===== src/rtl/sw_debounce.sv =====
// Per-bit two-flop synchroniser and debouncer for the board slide switches.
// Produces stable levels plus single-cycle rise/fall strobes and a combined change flag.
module sw_debounce #(
    parameter int               WIDTH     = 4,
    parameter int               DB_CYCLES = 120000,
    parameter logic [WIDTH-1:0] INIT      = {WIDTH{1'b0}}
) (
    input  logic             clk,
    input  logic             rst_n,
    input  logic [WIDTH-1:0] sw_raw,
    output logic [WIDTH-1:0] sw_o,
    output logic [WIDTH-1:0] sw_rise,
    output logic [WIDTH-1:0] sw_fall,
    output logic             sw_chg
);

    localparam int CW = ($clog2(DB_CYCLES) > 1) ? $clog2(DB_CYCLES) : 1;
    localparam logic [CW-1:0] CNT_MAX = CW'(DB_CYCLES - 1);

    logic [WIDTH-1:0] s1_r;
    logic [WIDTH-1:0] s2_r;
    logic [CW-1:0]    cnt_r     [WIDTH];
    logic [CW-1:0]    cnt_nxt_s [WIDTH];
    logic [WIDTH-1:0] accept_s;
    logic [WIDTH-1:0] sw_nxt_s;
    logic [WIDTH-1:0] rise_nxt_s;
    logic [WIDTH-1:0] fall_nxt_s;

    // Two-stage synchroniser; metastability is confined to s1_r.
    always_ff @(posedge clk or negedge rst_n) begin
        if (!rst_n) begin
            s1_r <= INIT;
            s2_r <= INIT;
        end else begin
            s1_r <= sw_raw;
            s2_r <= s1_r;
        end
    end

    // Next-state for each bit's counter, level and strobes.
    always_comb begin
        accept_s   = {WIDTH{1'b0}};
        sw_nxt_s   = sw_o;
        rise_nxt_s = {WIDTH{1'b0}};
        fall_nxt_s = {WIDTH{1'b0}};
        for (int i = 0; i < WIDTH; i++) begin
            cnt_nxt_s[i] = {CW{1'b0}};
            if (s2_r[i] == sw_o[i]) begin
                cnt_nxt_s[i] = {CW{1'b0}};
            end else if (cnt_r[i] == CNT_MAX) begin
                accept_s[i]   = 1'b1;
                sw_nxt_s[i]   = s2_r[i];
                rise_nxt_s[i] = s2_r[i];
                fall_nxt_s[i] = ~s2_r[i];
                cnt_nxt_s[i]  = {CW{1'b0}};
            end else begin
                cnt_nxt_s[i] = cnt_r[i] + CW'(1);
            end
        end
    end

    // Debounce counters; cleared on reset, on any matching cycle and on acceptance.
    always_ff @(posedge clk or negedge rst_n) begin
        if (!rst_n) begin
            for (int i = 0; i < WIDTH; i++) begin
                cnt_r[i] <= {CW{1'b0}};
            end
        end else begin
            for (int i = 0; i < WIDTH; i++) begin
                cnt_r[i] <= cnt_nxt_s[i];
            end
        end
    end

    // Registered outputs: strobes coincide with the first cycle of the new level.
    always_ff @(posedge clk or negedge rst_n) begin
        if (!rst_n) begin
            sw_o    <= INIT;
            sw_rise <= {WIDTH{1'b0}};
            sw_fall <= {WIDTH{1'b0}};
            sw_chg  <= 1'b0;
        end else begin
            sw_o    <= sw_nxt_s;
            sw_rise <= rise_nxt_s;
            sw_fall <= fall_nxt_s;
            sw_chg  <= |accept_s;
        end
    end

endmodule


===== config.mk =====
export PLATFORM = sky130hd
export DESIGN_NAME = sw_debounce
export DESIGN_NICKNAME = d
export VERILOG_FILES = /design/src/rtl/sw_debounce.sv
export SDC_FILE = /design/constraint.sdc
export NUM_CORES = 1
export LEC_CHECK = 0
export CORE_ASPECT_RATIO = 2
export CORE_MARGIN = 3
export CORE_UTILIZATION = 29
export CTS_CLUSTER_SIZE = 8
export DETAILED_ROUTE_END_ITERATION = 8
export GPL_ROUTABILITY_DRIVEN = 0
export PLACE_DENSITY = 0.55
export RECOVER_POWER = 25
export SYNTH_ARGS = -nofsm -noshare
export SYNTH_HDL_FRONTEND = slang
export SYNTH_SLANG_ARGS = --single-unit
export TNS_END_PERCENT = 100

===== constraint.sdc =====
create_clock -name clk -period 5.64 [get_ports clk]
set_input_delay 1.128 -clock clk [delete_from_list [all_inputs] [get_ports clk]]
set_output_delay 1.128 -clock clk [all_outputs]
set_load 0.02 [all_outputs]

==> results_dict.tcl, run 1 <==
set metrics [dict create \
    outcome "finished, violations left" \
    violations "capacitance limit, slew limit" \
    cts.path.max_buffers 2 \
    yosys_warnings 0 \
    grt_pass1_wl_mm 14.5 \
    placed_cells 597 \
    fp.dieW_um 90.6 \
    peakVddDrop_v 0.000172 \
    utilization_pct 34.4 \
    place_ws_ns 3.40 \
    clkSinkCount 89 \
    root_buffer "clkbuf_16" \
    fin_ws_ns 2.94 \
    critPathCaptureType "asynchronous set/reset pin" \
    comb_power_share_pct 3.0 \
    clk_pin_slew_ns 0.06 \
    area_growth_pct 15.6 \
    drt_iter0_drc 99 \
    diodes 0 \
    arrival_ns 3.08 \
    path_max_fanout 61 \
    final_cell_mix "dfrtp_1 (89), nor2_1 (67), xnor2_1 (39), nand3_1 (27)" \
    cap_viol_max_count 1 \
    final_area_sq_mm 0.00480 \
    synth.yosys.seq_area_share_pct 53.6 \
    drive_gt1_share_pct 5.91 \
    final-max-slew-violation-count 30 \
    cellPowerDensity_mw_per_mm2 270 \
    critPathMaxStageDelay_ns 1.12 \
    startpoint_type "input port" \
    leakagePower_nw 1.86 \
    fmax_mhz 370 \
    avgViaCountPerCell 4.85 \
    slew_headroom_pct -5.47 \
    avgRoutedWirePerCell_um 13.8 \
    setup_viol 0 \
    syn_inst 400 \
    h-tree-depth 3 \
    critPathKind "in -> async" \
    initial_utilization_pct 29.7 \
    overflow 0 \
    hold_path_class "reg -> reg" \
    die_h_um 175 \
    rsz0062_at_grt "no" \
    ios 19 \
    synth.distinct_cells 39 \
    die_area_sq_mm 0.0159 \
    syn_area_sq_mm 0.00415 \
    core_sq_mm 0.0140 \
    ant_nets 0 \
    fp-row-count 61 \
    drtPass1Iterations 4 \
    hpwl_mm 6.02 \
    path_buf_inv 2 \
    total_power_mw 1.29 \
    clk_latency_ns 0.34 \
    final_common_cell "dfrtp_1" \
    rrSetupSlack_ns 3.46 \
    fin_cells 612 \
    worstPathCellList "clkbuf_1, buf_4" \
    vias 2968 \
    placed_area_sq_mm 0.00451 \
    synthesis.nets 410 \
    p_int_mw 1.02 \
    drc 0 \
    ys_seq_elements 89 \
    seqPwrFrac_pct 50.9 \
    cts_resized 0 \
    required_ns 6.02 \
    grt_usage_pct 11.4 \
    period_share_pct 47.9 \
    antenna_found_initial 0 \
    routed_wl_mm 8.46 \
    syn_avg_cell_area_sq_um 10.4 \
    crit_path_top_delay_cell "clkbuf_1" \
    io_buffers 18 \
    clock_power_share_pct 46.1 \
    swShare_pct 21.0 \
    hold_viol 0 \
    tns_ns 0 \
    crit_family "buffers and inverters" \
    period_minus_slack_ns 2.70 \
    cts-buffers-inserted 9 \
    worst_hold_slack_ns 0.351 \
    nNetsFinal 429 \
    post_cts_buffers 0 \
    cts_tree "built" \
    hold_buffers 0 \
    worst_pin_slew_ns 1.58 \
    grt_pass1_vias 3013 \
    grt_max_degree 62 \
    switchingPower_mw 0.272 \
    finalClockSkew_ns 0.00684 \
]
[power groups by stage]
stage | Combinational [mW] | Sequential [mW] | Clock (mW)
final | 0.0385 | 0.659 | 0.596
after global placement | 0.0410 | 0.670 | 0
after floorplan | 0.0219 | 0.667 | 0
after global routing | 0.0439 | 0.660 | 0.646
after CTS | 0.0413 | 0.659 | 0.613
after detailed placement | 0.0411 | 0.671 | 0
[path summary, 6_finish.rpt]
kind,from,end,cells past startpoint
setup / recovery,rst_n,cnt_r[44],2
hold / removal,s1_r[1],s2_r[1],0
setup reg to reg,cnt_r[0],cnt_r[5],5
hold reg to reg,s1_r[1],s2_r[1],0
max in group clk,sw_o[3],sw_o[3],1
min in group asynchronous,rst_n,cnt_r[27],1
[registers in the layout, indices dropped and copies added, names as in the netlist]
signal	flops
sw_rise	4
s1_r	4
cnt_r	68
sw_chg	1
sw_fall	4
s2_r	4
sw_o	4
[final cells by class]
class | instances | area (sq um)
multi-input combinational | 292 | 1830
sequential | 89 | 2230
inverter | 8 | 30.0
fill | 1413 | 9170
clock buffer | 12 | 256
tap | 189 | 236
clock inverter | 3 | 40.0
timing repair buffer | 19 | 181
[metal layers]
| layer | global-route usage (%) | vias up | share of wire (%) |
|---|---|---|---|
| met4 | 5.88 | 0 | 2.9 |
| met1 | 12.4 | 1468 | 40 |
| met3 | 2.37 | 17 | 2.7 |
| li1 | - | 1444 | - |
| met5 | 0 | - | 0 |
| met2 | 20.5 | 39 | 54 |
[synth_stat cells (all sizes together)]
| cell | instances | area share [%] |
|---|---|---|
| dfrtp | 89 | 54 |
| nor2 | 68 | 6.2 |
| xnor2 | 39 | 8.2 |
| nand3 | 27 | 3.3 |
| nand2 | 24 | 2.5 |
| nand4 | 22 | 3.3 |
| xor2 | 19 | 4.0 |
| nor4 | 16 | 2.4 |
| nor3 | 13 | 1.6 |
| nor3b | 9 | 1.6 |
| clkbuf | 8 | 0.72 |
| inv | 8 | 0.72 |
| and3 | 7 | 1.1 |
| a21oi | 6 | 0.72 |
| or4 | 6 | 1.4 |
| and4 | 5 | 1.1 |
| ha | 4 | 1.2 |
| nand4b | 4 | 0.84 |
| or3 | 4 | 0.60 |
| buf | 3 | 0.75 |
| mux2 | 3 | 0.90 |
| nand4bb | 3 | 0.81 |
| nand2b | 2 | 0.30 |
| nor4b | 2 | 0.42 |
| o21ai | 2 | 0.24 |
| o31ai | 2 | 0.36 |
| a31o | 1 | 0.21 |
| nor4bb | 1 | 0.24 |
| o41ai | 1 | 0.21 |
| or3b | 1 | 0.21 |
| or4b | 1 | 0.24 |
[kinds of logic (layout without fill, tap and decap cells)]
logic type / count (synthesis) / after routing / synth area share (%)
DFF: 89 / 89 / 53.6
muxes: 3 / 3 / 0.904
adders and majority gates: 4 / 4 / 1.21
and+or+nand+nor: 215 / 215 / 28.1
AOI/OAI and AO/OA: 12 / 12 / 1.75
xor gates and xnor gates: 58 / 58 / 12.2
buffers and inverters: 19 / 42 / 2.20
Power figures use the tool's default switching activity.
==> inputs of run 2 (changes only) <==
==> constraint.sdc (replaced) <==
create_clock -name clk -period 2.8 [get_ports clk]
set_input_delay 0.56 -clock clk [delete_from_list [all_inputs] [get_ports clk]]
set_output_delay 0.56 -clock clk [all_outputs]
set_load 0.02 [all_outputs]
==> results_dict.tcl, run 2 (same netlist as run 1, synthesis figures left out) <==
set metrics [dict create \
    arrival_ns 2.33 \
    die_h_um 175 \
    initial_utilization_pct 29.7 \
    worstPathCellList "ha_1, nand4_1, or4_1, nand2_1, nor2_1" \
    fillCellCount 1390 \
    overflow 0 \
    p_int_mw 2.04 \
    cap_viol_max_count 0 \
    fin_cells 613 \
    ios 19 \
    top_register "cnt_r" \
    grt_pass1_vias 3088 \
    drive_gt1_share_pct 6.60 \
    regArea_sq_mm 0.00223 \
    drtPass1Iterations 5 \
    io_buffers 18 \
    diodes 0 \
    routed_wl_mm 8.50 \
    avgRoutedWirePerCell_um 13.9 \
    startpoint_type "flip-flop" \
    switchingPower_mw 0.562 \
    wl_met3_um 190 \
    core_sq_mm 0.0140 \
    clock_power_share_pct 46.0 \
    die_area_sq_mm 0.0159 \
    h-tree-depth 3 \
    cts_tree "built" \
    grt_max_degree 50 \
    comb_power_share_pct 3.0 \
    drc 0 \
    clkSinkCount 89 \
    cellPowerDensity_mw_per_mm2 540 \
    ant_nets 0 \
    rrSetupSlack_ns 0.66 \
    utilization_pct 34.5 \
    fmax_mhz 468 \
    nNetsFinal 429 \
    seqPwrFrac_pct 51.0 \
    cts.path.max_buffers 2 \
    rsz0062_at_grt "no" \
    grt_pass1_wl_mm 14.9 \
    cts_resized 0 \
    required_ns 2.99 \
    placed_cells 597 \
    avgViaCountPerCell 4.87 \
    period_minus_slack_ns 2.14 \
    hpwl_mm 5.96 \
    peakVddDrop_v 0.000246 \
    drt-met1-wl_mm 3.41 \
    slew_headroom_pct 29.6 \
    final_common_cell "dfrtp_1" \
    critPathMaxStageDelay_ns 0.57 \
    leakagePower_nw 1.86 \
    hold_buffers 0 \
    vias 2983 \
    hold_viol 0 \
    root_buffer "clkbuf_16" \
    setup_viol 0 \
    area_growth_pct 16.1 \
    outcome "completed" \
    tns_ns 0 \
    fp.dieW_um 90.6 \
    routed.top_layer "met4" \
    clk_latency_ns 0.34 \
    antenna_found_initial 0 \
    swShare_pct 21.6 \
    fp-row-count 61 \
    final-max-slew-violation-count 0 \
    crit_path_top_delay_cell "or4_1" \
    path_max_fanout 16 \
    critPathKind "reg -> reg" \
    grt_usage_pct 11.6 \
    multiInputGateArea_sq_mm 0.00183 \
    worst_pin_slew_ns 1.06 \
    clk_pin_slew_ns 0.06 \
    drt_iter0_drc 104 \
    critPathCaptureType "flip-flop" \
    hold_path_class "reg -> reg" \
    period_share_pct 76.4 \
    post_cts_buffers 0 \
    largest_reg_flops 68 \
    cts-buffers-inserted 9 \
    finalClockSkew_ns 0.00661 \
    final_cell_mix "dfrtp_1 (89), nor2_1 (67), xnor2_1 (39), nand3_1 (27)" \
    dr_wl_met2_mm 4.72 \
]
## run 2: changes by cell type in the layout (fill, tap and decap cells not counted)
| cell | change |
|---|---|
| clkinvlp_4 | +2 |
| buf_12 | +1 |
| dlygate4sd3_1 | -1 |
| buf_4 | -1 |
| or4_4 | +1 |
| clkbuf_1 | -1 |
| clkbuf_2 | +1 |
| or4_1 | -1 |
| clkbuf_8 | -1 |
| clkdlybuf4s50_1 | +1 |
## run 2: path summary, 6_finish.rpt
path	start	to	cells past startpoint
max	cnt_r[0]	cnt_r[2]	5
min	s1_r[1]	s2_r[1]	0
max reg2reg	cnt_r[0]	cnt_r[2]	5
min reg2reg	s1_r[1]	s2_r[1]	0
max in group asynchronous	rst_n	cnt_r[12]	2
min in group asynchronous	rst_n	cnt_r[25]	1
## run 2: power groups by stage
stage	logic, mW	registers (mW)	clock network [mW]
global route	0.0927	1.33	1.29
detailed placement	0.0849	1.35	0
floorplan	0.0441	1.34	0
finish	0.0792	1.33	1.20
CTS	0.0851	1.33	1.24
global placement	0.0839	1.35	0
## run 2: critical path: cells and delay by family (launching register included)
kind | cells | cell delay (ns)
simple gates | 4 | 1.39
flops | 1 | 0.38
fa+ha+maj | 1 | 0.22
## run 2: final cells by class
class	instances	area share, %
Multi-Input combinational cell	292	38.0
Clock inverter	5	1.14
Inverter	8	0.623
Sequential cell	89	46.2
Timing Repair Buffer	19	4.05
Tap cell	189	4.91
Clock buffer	11	5.04
## run 2: metrics by stage
| step | setup WS [ns] | hold slack (ns) | area, sq um | power [mW] |
|---|---|---|---|---|
| 2_1_floorplan | 0.893 | 0.264 | 4150 | 1.39 |
| 3_3_place_gp | 0.752 | 0.335 | 4530 | 1.43 |
| 3_5_place_dp | 0.641 | 0.343 | 4530 | 1.44 |
| 4_1_cts | 0.649 | 0.226 | 4820 | 2.65 |
| 5_1_grt | 0.480 | 0.361 | 4820 | 2.71 |
| 6_report | 0.661 | 0.357 | 4820 | 2.60 |
## run 2: per-layer routing
layer	GRT usage [%]	vias up
met4	5.24	0
met3	2.24	10
met1	12.7	1491
met5	0	-
li1	-	1443
met2	21.2	39
